<file path="src/rtl/tiny_dnn_pkg.sv">
// Shared types and constants for the tiny_dnn sequencer.
package tiny_dnn_pkg;

  typedef enum logic [3:0] {
    IDLE, LOAD, INIT, RUN, BIAS, WAIT, NORM, CAPT, OUT
  } seq_state_t;

  localparam logic [15:0] BF16_ONE  = 16'h3F80;
  localparam int          BIAS_WAIT = 2;

endpackage

</file>
<file path="src/rtl/fp32_to_bf16.sv">
// Combinational fp32 -> bf16 conversion, round-to-nearest-even.
module fp32_to_bf16 (
  input  logic [31:0] fp32_i,
  output logic [15:0] bf16_o
);

  logic round_up;

  // A mantissa carry ripples into the exponent; overflow lands on +/-inf.
  assign round_up = fp32_i[15] & ((|fp32_i[14:0]) | fp32_i[16]);
  assign bf16_o   = fp32_i[31:16] + {15'd0, round_up};

endmodule

</file>
<file path="src/rtl/tiny_dnn_seq.sv">
// Sequencer for one tiny_dnn_core + normalize: weight load, dot product, bf16 result.
// Optional feature: define TINY_DNN_RELU_EN to clamp negative results to zero.
//
// state | meaning
// IDLE  | waiting for cmd_load / cmd_run
// LOAD  | streaming n weights then the bias word into the core
// INIT  | one-cycle core accumulator clear
// RUN   | streaming n activations, one exec per handshake
// BIAS  | one-cycle bias add
// WAIT  | BIAS_WAIT cycles for the accumulator pipeline to drain
// NORM  | one-cycle normalize enable
// CAPT  | round nrm into the output register
// OUT   | result held on out_data until out_ready
module tiny_dnn_seq
  import tiny_dnn_pkg::*;
#(
  parameter int F_SIZE = 1024
) (
  input  logic        clk_i,
  input  logic        reset_i,
  input  logic        cmd_load_i,
  input  logic        cmd_run_i,
  input  logic [9:0]  n_in_i,
  output logic        busy_o,
  input  logic        wt_valid_i,
  output logic        wt_ready_o,
  input  logic [15:0] wt_data_i,
  input  logic        in_valid_i,
  output logic        in_ready_o,
  input  logic [15:0] in_data_i,
  output logic        out_valid_o,
  input  logic        out_ready_i,
  output logic [15:0] out_data_o,
  output logic        init_o,
  output logic        exec_o,
  output logic        bias_o,
  output logic        write_o,
  output logic        bwrite_o,
  output logic [9:0]  ra_o,
  output logic [9:0]  wa_o,
  output logic [15:0] d_o,
  output logic [15:0] wd_o,
  output logic        en_o,
  input  logic [31:0] nrm_i
);

  localparam logic [9:0] BIAS_ADDR = 10'(F_SIZE - 1);

  seq_state_t  state_q, state_d;
  logic [9:0]  cnt_q, cnt_d;
  logic [9:0]  n_q, n_d;
  logic [15:0] d_q, d_d;
  logic [15:0] out_q, out_d;
  logic [15:0] nrm_bf16;

  fp32_to_bf16 u_round (
    .fp32_i (nrm_i),
    .bf16_o (nrm_bf16)
  );

  always_ff @(posedge clk_i) begin
    if (reset_i) begin
      state_q <= IDLE;
      cnt_q   <= '0;
      n_q     <= '0;
      d_q     <= '0;
      out_q   <= '0;
    end else begin
      state_q <= state_d;
      cnt_q   <= cnt_d;
      n_q     <= n_d;
      d_q     <= d_d;
      out_q   <= out_d;
    end
  end

  always_comb begin
    state_d = state_q;
    cnt_d   = cnt_q;
    n_d     = n_q;
    d_d     = d_q;
    out_d   = out_q;
    case (state_q)
      IDLE: begin
        if (cmd_load_i) begin
          n_d     = n_in_i;
          cnt_d   = '0;
          state_d = LOAD;
        end else if (cmd_run_i) begin
          n_d     = n_in_i;
          state_d = INIT;
        end
      end
      LOAD: begin
        if (wt_valid_i) begin
          if (cnt_q == n_q) state_d = IDLE;
          else              cnt_d   = cnt_q + 10'd1;
        end
      end
      INIT: begin
        cnt_d   = '0;
        state_d = RUN;
      end
      RUN: begin
        if (in_valid_i) begin
          d_d   = in_data_i;
          cnt_d = cnt_q + 10'd1;
          if (cnt_q == n_q - 10'd1) state_d = BIAS;
        end
      end
      BIAS: begin
        cnt_d   = '0;
        state_d = WAIT;
      end
      WAIT: begin
        if (cnt_q == 10'(BIAS_WAIT - 1)) state_d = NORM;
        else                             cnt_d   = cnt_q + 10'd1;
      end
      NORM: state_d = CAPT;
      CAPT: begin
`ifdef TINY_DNN_RELU_EN
        out_d = nrm_i[31] ? 16'h0000 : nrm_bf16;
`else
        out_d = nrm_bf16;
`endif
        state_d = OUT;
      end
      OUT: begin
        if (out_ready_i) state_d = IDLE;
      end
      default: state_d = IDLE;
    endcase
  end

  always_comb begin
    busy_o      = (state_q != IDLE);
    wt_ready_o  = (state_q == LOAD);
    write_o     = (state_q == LOAD) && wt_valid_i;
    bwrite_o    = write_o && (cnt_q == n_q);
    wa_o        = '0;
    wd_o        = '0;
    if (write_o) begin
      wa_o = bwrite_o ? BIAS_ADDR : cnt_q;
      wd_o = wt_data_i;
    end
    in_ready_o  = (state_q == RUN);
    exec_o      = (state_q == RUN) && in_valid_i;
    ra_o        = exec_o ? cnt_q : '0;
    init_o      = (state_q == INIT);
    bias_o      = (state_q == BIAS);
    en_o        = (state_q == NORM);
    out_valid_o = (state_q == OUT);
  end

  assign d_o        = d_q;
  assign out_data_o = out_q;

endmodule

</file>
<file path="config.mk">
export PLATFORM = sky130hd
export DESIGN_NAME = tiny_dnn_seq
export DESIGN_NICKNAME = d
export VERILOG_FILES = /design/src/rtl/tiny_dnn_pkg.sv /design/src/rtl/fp32_to_bf16.sv /design/src/rtl/tiny_dnn_seq.sv
export SDC_FILE = /design/constraint.sdc
export NUM_CORES = 1
export LEC_CHECK = 0
export CAP_MARGIN = 20
export CELL_PAD_IN_SITES_DETAIL_PLACEMENT = 1
export CELL_PAD_IN_SITES_GLOBAL_PLACEMENT = 2
export CORE_MARGIN = 5
export CORE_UTILIZATION = 22
export DETAILED_ROUTE_END_ITERATION = 16
export PLACE_DENSITY = 0.89
export SLEW_MARGIN = 20
export SYNTH_ARGS = -nofsm -noshare
export SYNTH_HDL_FRONTEND = slang
export SYNTH_SLANG_ARGS = --single-unit
</file>
<file path="constraint.sdc">
create_clock -name clk_i -period 2.45 [get_ports clk_i]
set_input_delay 0.49 -clock clk_i [delete_from_list [all_inputs] [get_ports clk_i]]
set_output_delay 0.49 -clock clk_i [all_outputs]
set_load 0.05 [all_outputs]
</file>
==> Word level (Yosys, flattened, before mapping) <==
Cells that the tools add are included.
{ "op_classes": {"add_sub_neg": 3, "n_eq_ne": 21, "muxes": 21, "bitwise_logic": 2, "n_reduce_logical": 13} }
{ "op_table": {"columns": ["operator", "count"], "rows": [
  ["10-bit 2-to-1 mux", 10],
  ["10-bit one-hot mux with 5 select lines", 1],
  ["4-bit one-hot mux with 9 select lines", 1],
  ["4-bit 2-to-1 mux", 8],
  ["10-bit == test", 2],
  ["16-bit by 1-bit adder with 16-bit output", 1],
  ["4-bit by 3-bit == test with 1-bit output, second input constant", 4],
  ["16-bit 2-to-1 mux", 1],
  ["15-bit OR reduction", 1],
  ["2-bit inequality test, second input constant", 6],
  ["10-bit by 1-bit adder with 10-bit output, second input constant", 1],
  ["10-bit by 1-bit == test with 1-bit output, second input constant", 1],
  ["10-bit by 1-bit subtractor with 10-bit output, second input constant", 1],
  ["4-bit by 2-bit == test with 1-bit output, second input constant", 2],
  ["7-bit AND reduction", 1],
  ["2-bit by 1-bit inequality test with 1-bit output, second input constant", 3],
  ["6-bit AND reduction", 1],
  ["5-bit nonzero test", 1],
  ["4-bit by 1-bit == test with 1-bit output, second input constant", 1],
  ["4-bit == test, second input constant", 1],
  ["4-bit logical NOT", 1],
  ["2-bit AND reduction", 2],
  ["4-bit nonzero test", 1],
  ["1-bit logical AND", 3],
  ["other kinds (5)", 5]
]} }
{ "word_totals": {"register_bits": 56, "elab_cells": 65} }

==> Logic depth before layout (Yosys ltp) <==
{ "depth": {"word_depth": 5, "ltp_mapped": 9, "ltp_nobuf": 8} }

==> Modules after synthesis <==
Synthesis repeated with hierarchy kept, for this count alone.
{ "hier_totals": {"cells_unflattened": 447, "area_unflattened_um2": 3489.6} }
{ "modules_own_cells": {"columns": ["module", "instances", "cells_per_inst", "area_per_inst_um2", "seq_area_each_um2"], "rows": [
  ["tiny_dnn_seq", 1, 400, 3110.5, 1121.1],
  ["fp32_to_bf16", 1, 47, 379.1, 0.0]
]} }

==> Least setup slack after synthesis <==
OpenSTA, ideal clock, no wires.
{ "synth_timing": {"path_type": "register to output", "start": "register state_q[1]", "end": "output port wa_o[1]", "arrival_time_ns": 2.383, "path_slack_ns": -0.423, "stages_incl_launch_ff": 8, "path_buffers": 2, "path_cell_list": "dfxtp_1 > buf_4 > inv_1 > nand2_1 > nor3_1 > clkbuf_1 > and2_1 > a21boi_0"} }
{ "synth_via": {"elab_chain_cells": 5} }
{ "synth_rtl": {"columns": ["item", "line_no", "rtl"], "rows": [
  ["from (decl)", "tiny_dnn_seq.sv:49", "seq_state_t state_q, state_d;"],
  ["from (signal assigned)", "tiny_dnn_seq.sv:69", "state_q <= state_d;"],
  ["4-bit by 1-bit == test with 1-bit output (*)", "tiny_dnn_seq.sv:138", "write_o = (state_q == LOAD) && wt_valid_i;"],
  ["1-bit logical AND (*)", "tiny_dnn_seq.sv:138", null],
  ["1-bit logical AND", "tiny_dnn_seq.sv:139", "bwrite_o = write_o && (cnt_q == n_q);"],
  ["10-bit 2-to-1 mux", "tiny_dnn_seq.sv:143", "wa_o = bwrite_o ? BIAS_ADDR : cnt_q;"],
  ["10-bit 2-to-1 mux (*)", "tiny_dnn_seq.sv:142", "if (write_o) begin"],
  ["to (decl)", "tiny_dnn_seq.sv:40", "output logic [9:0] wa_o,"]
]} }
Every way passes the cells marked *; elsewhere a longest branch is shown, timed or not.

==> Worst setup path in the final report <==
{ "layout_timing": {"start": "register cnt_q[6]", "end": "output port wa_o[1]"} }
{ "layout_via": {"elab_chain_cells": 4} }
{ "layout_rtl": {"columns": ["item", "line_no", "rtl"], "rows": [
  ["from (decl)", "tiny_dnn_seq.sv:50", "logic [9:0] cnt_q, cnt_d;"],
  ["from (signal assigned)", "tiny_dnn_seq.sv:70", "cnt_q <= cnt_d;"],
  ["10-bit == test", "tiny_dnn_seq.sv:139", null],
  ["1-bit logical AND", "tiny_dnn_seq.sv:139", null],
  ["10-bit 2-to-1 mux", "tiny_dnn_seq.sv:143", null],
  ["10-bit 2-to-1 mux", "tiny_dnn_seq.sv:142", null]
]} }
Every way passes these cells.

==> impl_metrics.toml <==
[clock_tree]
clockBufferDepth = 2
clock-sinks = 56
clk_pin_slew_ps = 80
cts_buffers = 5
cts_tree = "built"
cts_htree_levels = 2
root_buffer = "clkbuf_16"
hold_buffers = 0
clk_latency_ps = 300

[timing]
period_share = 0.965
final-hold-violation-count = 0
fin_ws_ps = 86.8
min_period_ps = 2360
worst_pin_slew_ps = 519
timing.setup.tns_ps = 0
setup_viol = 0
max_clock_freq_mhz = 423
skew_ps = 11.3
rsz0062_at_grt = "yes"
slew_violations = 0
hold_ws_ps = 456
slew_headroom = 0.653

[layout]
instances_no_fill = 769
final_cell_mix = "111 x clkdlybuf4s50_1, 49 x nand2_1, 45 x dfxtp_1"
drive_gt1_frac = 0.200
area_growth_pct = 77.5
layout_commonest_cell = "clkdlybuf4s50_1"
final_util = 0.401
fin_area_um2 = 5870
nNetsFinal = 669
diodes = 0

[route]
via_per_inst = 4.85
wirelength_mm = 12.7
firstDrtPassIters = 4
drc_errors = 0
vias = 3731
wire_per_inst_um = 16.5
antenna_left = 0
first_iter_violations = 109

[run_status]
status = "completed"

[yosys]
synthSimpleGateAreaFrac = 0.295
ys_top_cells_by_area = "dfxtp_1 34%, and3_1 7.0%, nand2_1 5.7%"
synth_xor_area_frac = 0.0890
synth_top_cell_area_share = 0.339
synthFlopType = "dfxtp_1"
avgSynthCellArea_um2 = 7.79
async_reset_ff_frac = 0
synth.mux.area_fraction = 0.0394
synth_warnings = 0
synth_cell_types = 51
syn_inst = 424
synth_edf_count = 0
yosysSeqAreaShare = 0.339
synth_seq_cells = 56
synth_top_family_by_area = "simple AND/OR/NAND/NOR gates"
synth-compound-area-share = 0.163
synthesis.nets = 509
synth_top_area_cell = "dfxtp_1"
yosys.area_share.adder = 0.0151
synth_area_um2 = 3300

[power_and_ir_drop]
power_frac_clock = 0.203
seqPwrFrac = 0.253
internal_power_mw = 2.72
swShare = 0.417
vdd_drop_max_mv = 0.422
p_sw_mw = 1.95
cellLeakagePower_nw = 2.22
p_total_mw = 4.67
powerDensity_nw_per_um2 = 796
p_comb_frac = 0.544

[setup_path]
arrival_ps = 1870
r2r-start = "state_q[2]"
crit_required_ps = 1960
critPathMaxFanout = 2
setup.worst_path.end_class = "output port"
start_kind = "register"
rr_worst_depth = 7
rrSetupSlack_ps = 250
timing.rr.end = "cnt_q[8]"
worstSetupPathType = "reg2out"

[die]
chipWidth_um = 133
row_count = 44
chipHeight_um = 133
start_util = 0.226
ioPinCount = 159
dieArea_um2 = 17600
core_area_um2 = 14600

[job]
max_cap_violations = 0

[global_routing]
grt-ovfl-total = 0
grt_pass1_wl_mm = 20.9
track_usage = 0.142
grt_pass1_vias = 4080
grt_start_max_net_pins = 35
antenna_found_initial = 0

[placement]
gp_congestion = 0.843
dp_cells = 760
placed_area_um2 = 5590
dp_slack_ps = -230
port_buffers = 158
place_hpwl_mm = 10.3

[worst_hold_path]
min-delay-start = "d_o[5]"
min_path_cells = 2
hp-class = "reg2reg"
hold_end = "d_o[5]"
==> worst max path at each step <==
stage / from / cells after the start / end / slack, ps
after detailed placement: cmd_load_i / 8 / cnt_q[1] / -230
after floorplan: state_q[1] / 8 / wa_o[0] / -70
after global routing: cnt_q[3] / 5 / wa_o[1] / -10
after CTS: cnt_q[4] / 6 / wa_o[5] / 2
after global placement: cmd_load_i / 7 / cnt_q[3] / -130
final: cnt_q[6] / 5 / wa_o[1] / 90
==> sequential cells by signal, indices dropped and copies added (netlist names) <==
signal / cells
d_o: 16
state_q: 4
cnt_q: 10
out_data_o: 16
n_q: 10
==> metal layers <==
metal,track usage,wire (um),share of wire
met1,0.163,5300,0.42
met5,0,0,0
met3,0.0513,1100,0.086
met2,0.251,6120,0.48
met4,0.0329,197,0.015
==> cell usage after synthesis, types with 2 or more instances <==
| library cell | number |
|---|---|
| buf_2 | 12 |
| and3_1 | 37 |
| a211o_1 | 2 |
| xnor2_2 | 3 |
| a21oi_1 | 27 |
| dfxtp_1 | 56 |
| nand3b_1 | 2 |
| o21a_1 | 9 |
| nand2b_1 | 4 |
| a221oi_1 | 2 |
| ha_1 | 4 |
| nor4_1 | 5 |
| mux2i_1 | 13 |
| or3_1 | 5 |
| a311oi_1 | 2 |
| nor2_1 | 45 |
| o21ai_0 | 11 |
| xor2_1 | 13 |
| or4_1 | 4 |
| a31oi_1 | 2 |
| and2_1 | 4 |
| clkbuf_1 | 20 |
| nor3_1 | 9 |
| xnor2_1 | 15 |
| nand4_1 | 4 |
| a211oi_1 | 15 |
| nand2_1 | 50 |
| nand3_1 | 14 |
| inv_1 | 9 |
| or4b_1 | 3 |
| nand4b_1 | 3 |
==> critical path, stage by stage (launching register included) <==
cell and delay (ps):
dfxtp_1 420, xnor2_2 160, nand4_1 160, or3_1 460, a21boi_2 220, buf_12 160
==> cells by family (layout without fill, tap and decap cells) <==
| family | Yosys count | after routing |
|---|---|---|
| adder cells (fa/ha/maj) | 4 | 4 |
| multiplexers | 13 | 13 |
| flip-flops | 56 | 56 |
| AO/OA/AOI/OAI | 82 | 82 |
| buffers and inverters | 45 | 206 |
| AND/OR/NAND/NOR | 193 | 193 |
| XOR/XNOR | 31 | 31 |
==> power by group through the flow <==
| stage | Clock (mW) | Combinational [mW] | Sequential [mW] |
|---|---|---|---|
| 2_1_floorplan | 0 | 1.43 | 1.21 |
| 3_3_place_gp | 0 | 2.40 | 1.17 |
| 3_5_place_dp | 0 | 2.47 | 1.18 |
| 4_1_cts | 0.987 | 2.50 | 1.17 |
| 5_1_grt | 1.02 | 2.72 | 1.20 |
| 6_report | 0.947 | 2.54 | 1.18 |
==> area by class of cell <==
type | count | area (um2)
repair buffers | 188 | 2210
well taps | 184 | 230
fillers | 1700 | 8780
flip-flops and latches | 56 | 1130
clock inverters | 3 | 68.8
inverters | 10 | 40.0
multi-input cells | 323 | 2050
clock buffers | 5 | 125
==> repair_timing <==
action                     CTS  global route
resized for setup            7            19
buffers inserted             0             1
pin swaps                    0             1
hold endpoints to repair     0             0
setup endpoints to repair   39            19
(Power assumes the default switching activity.)
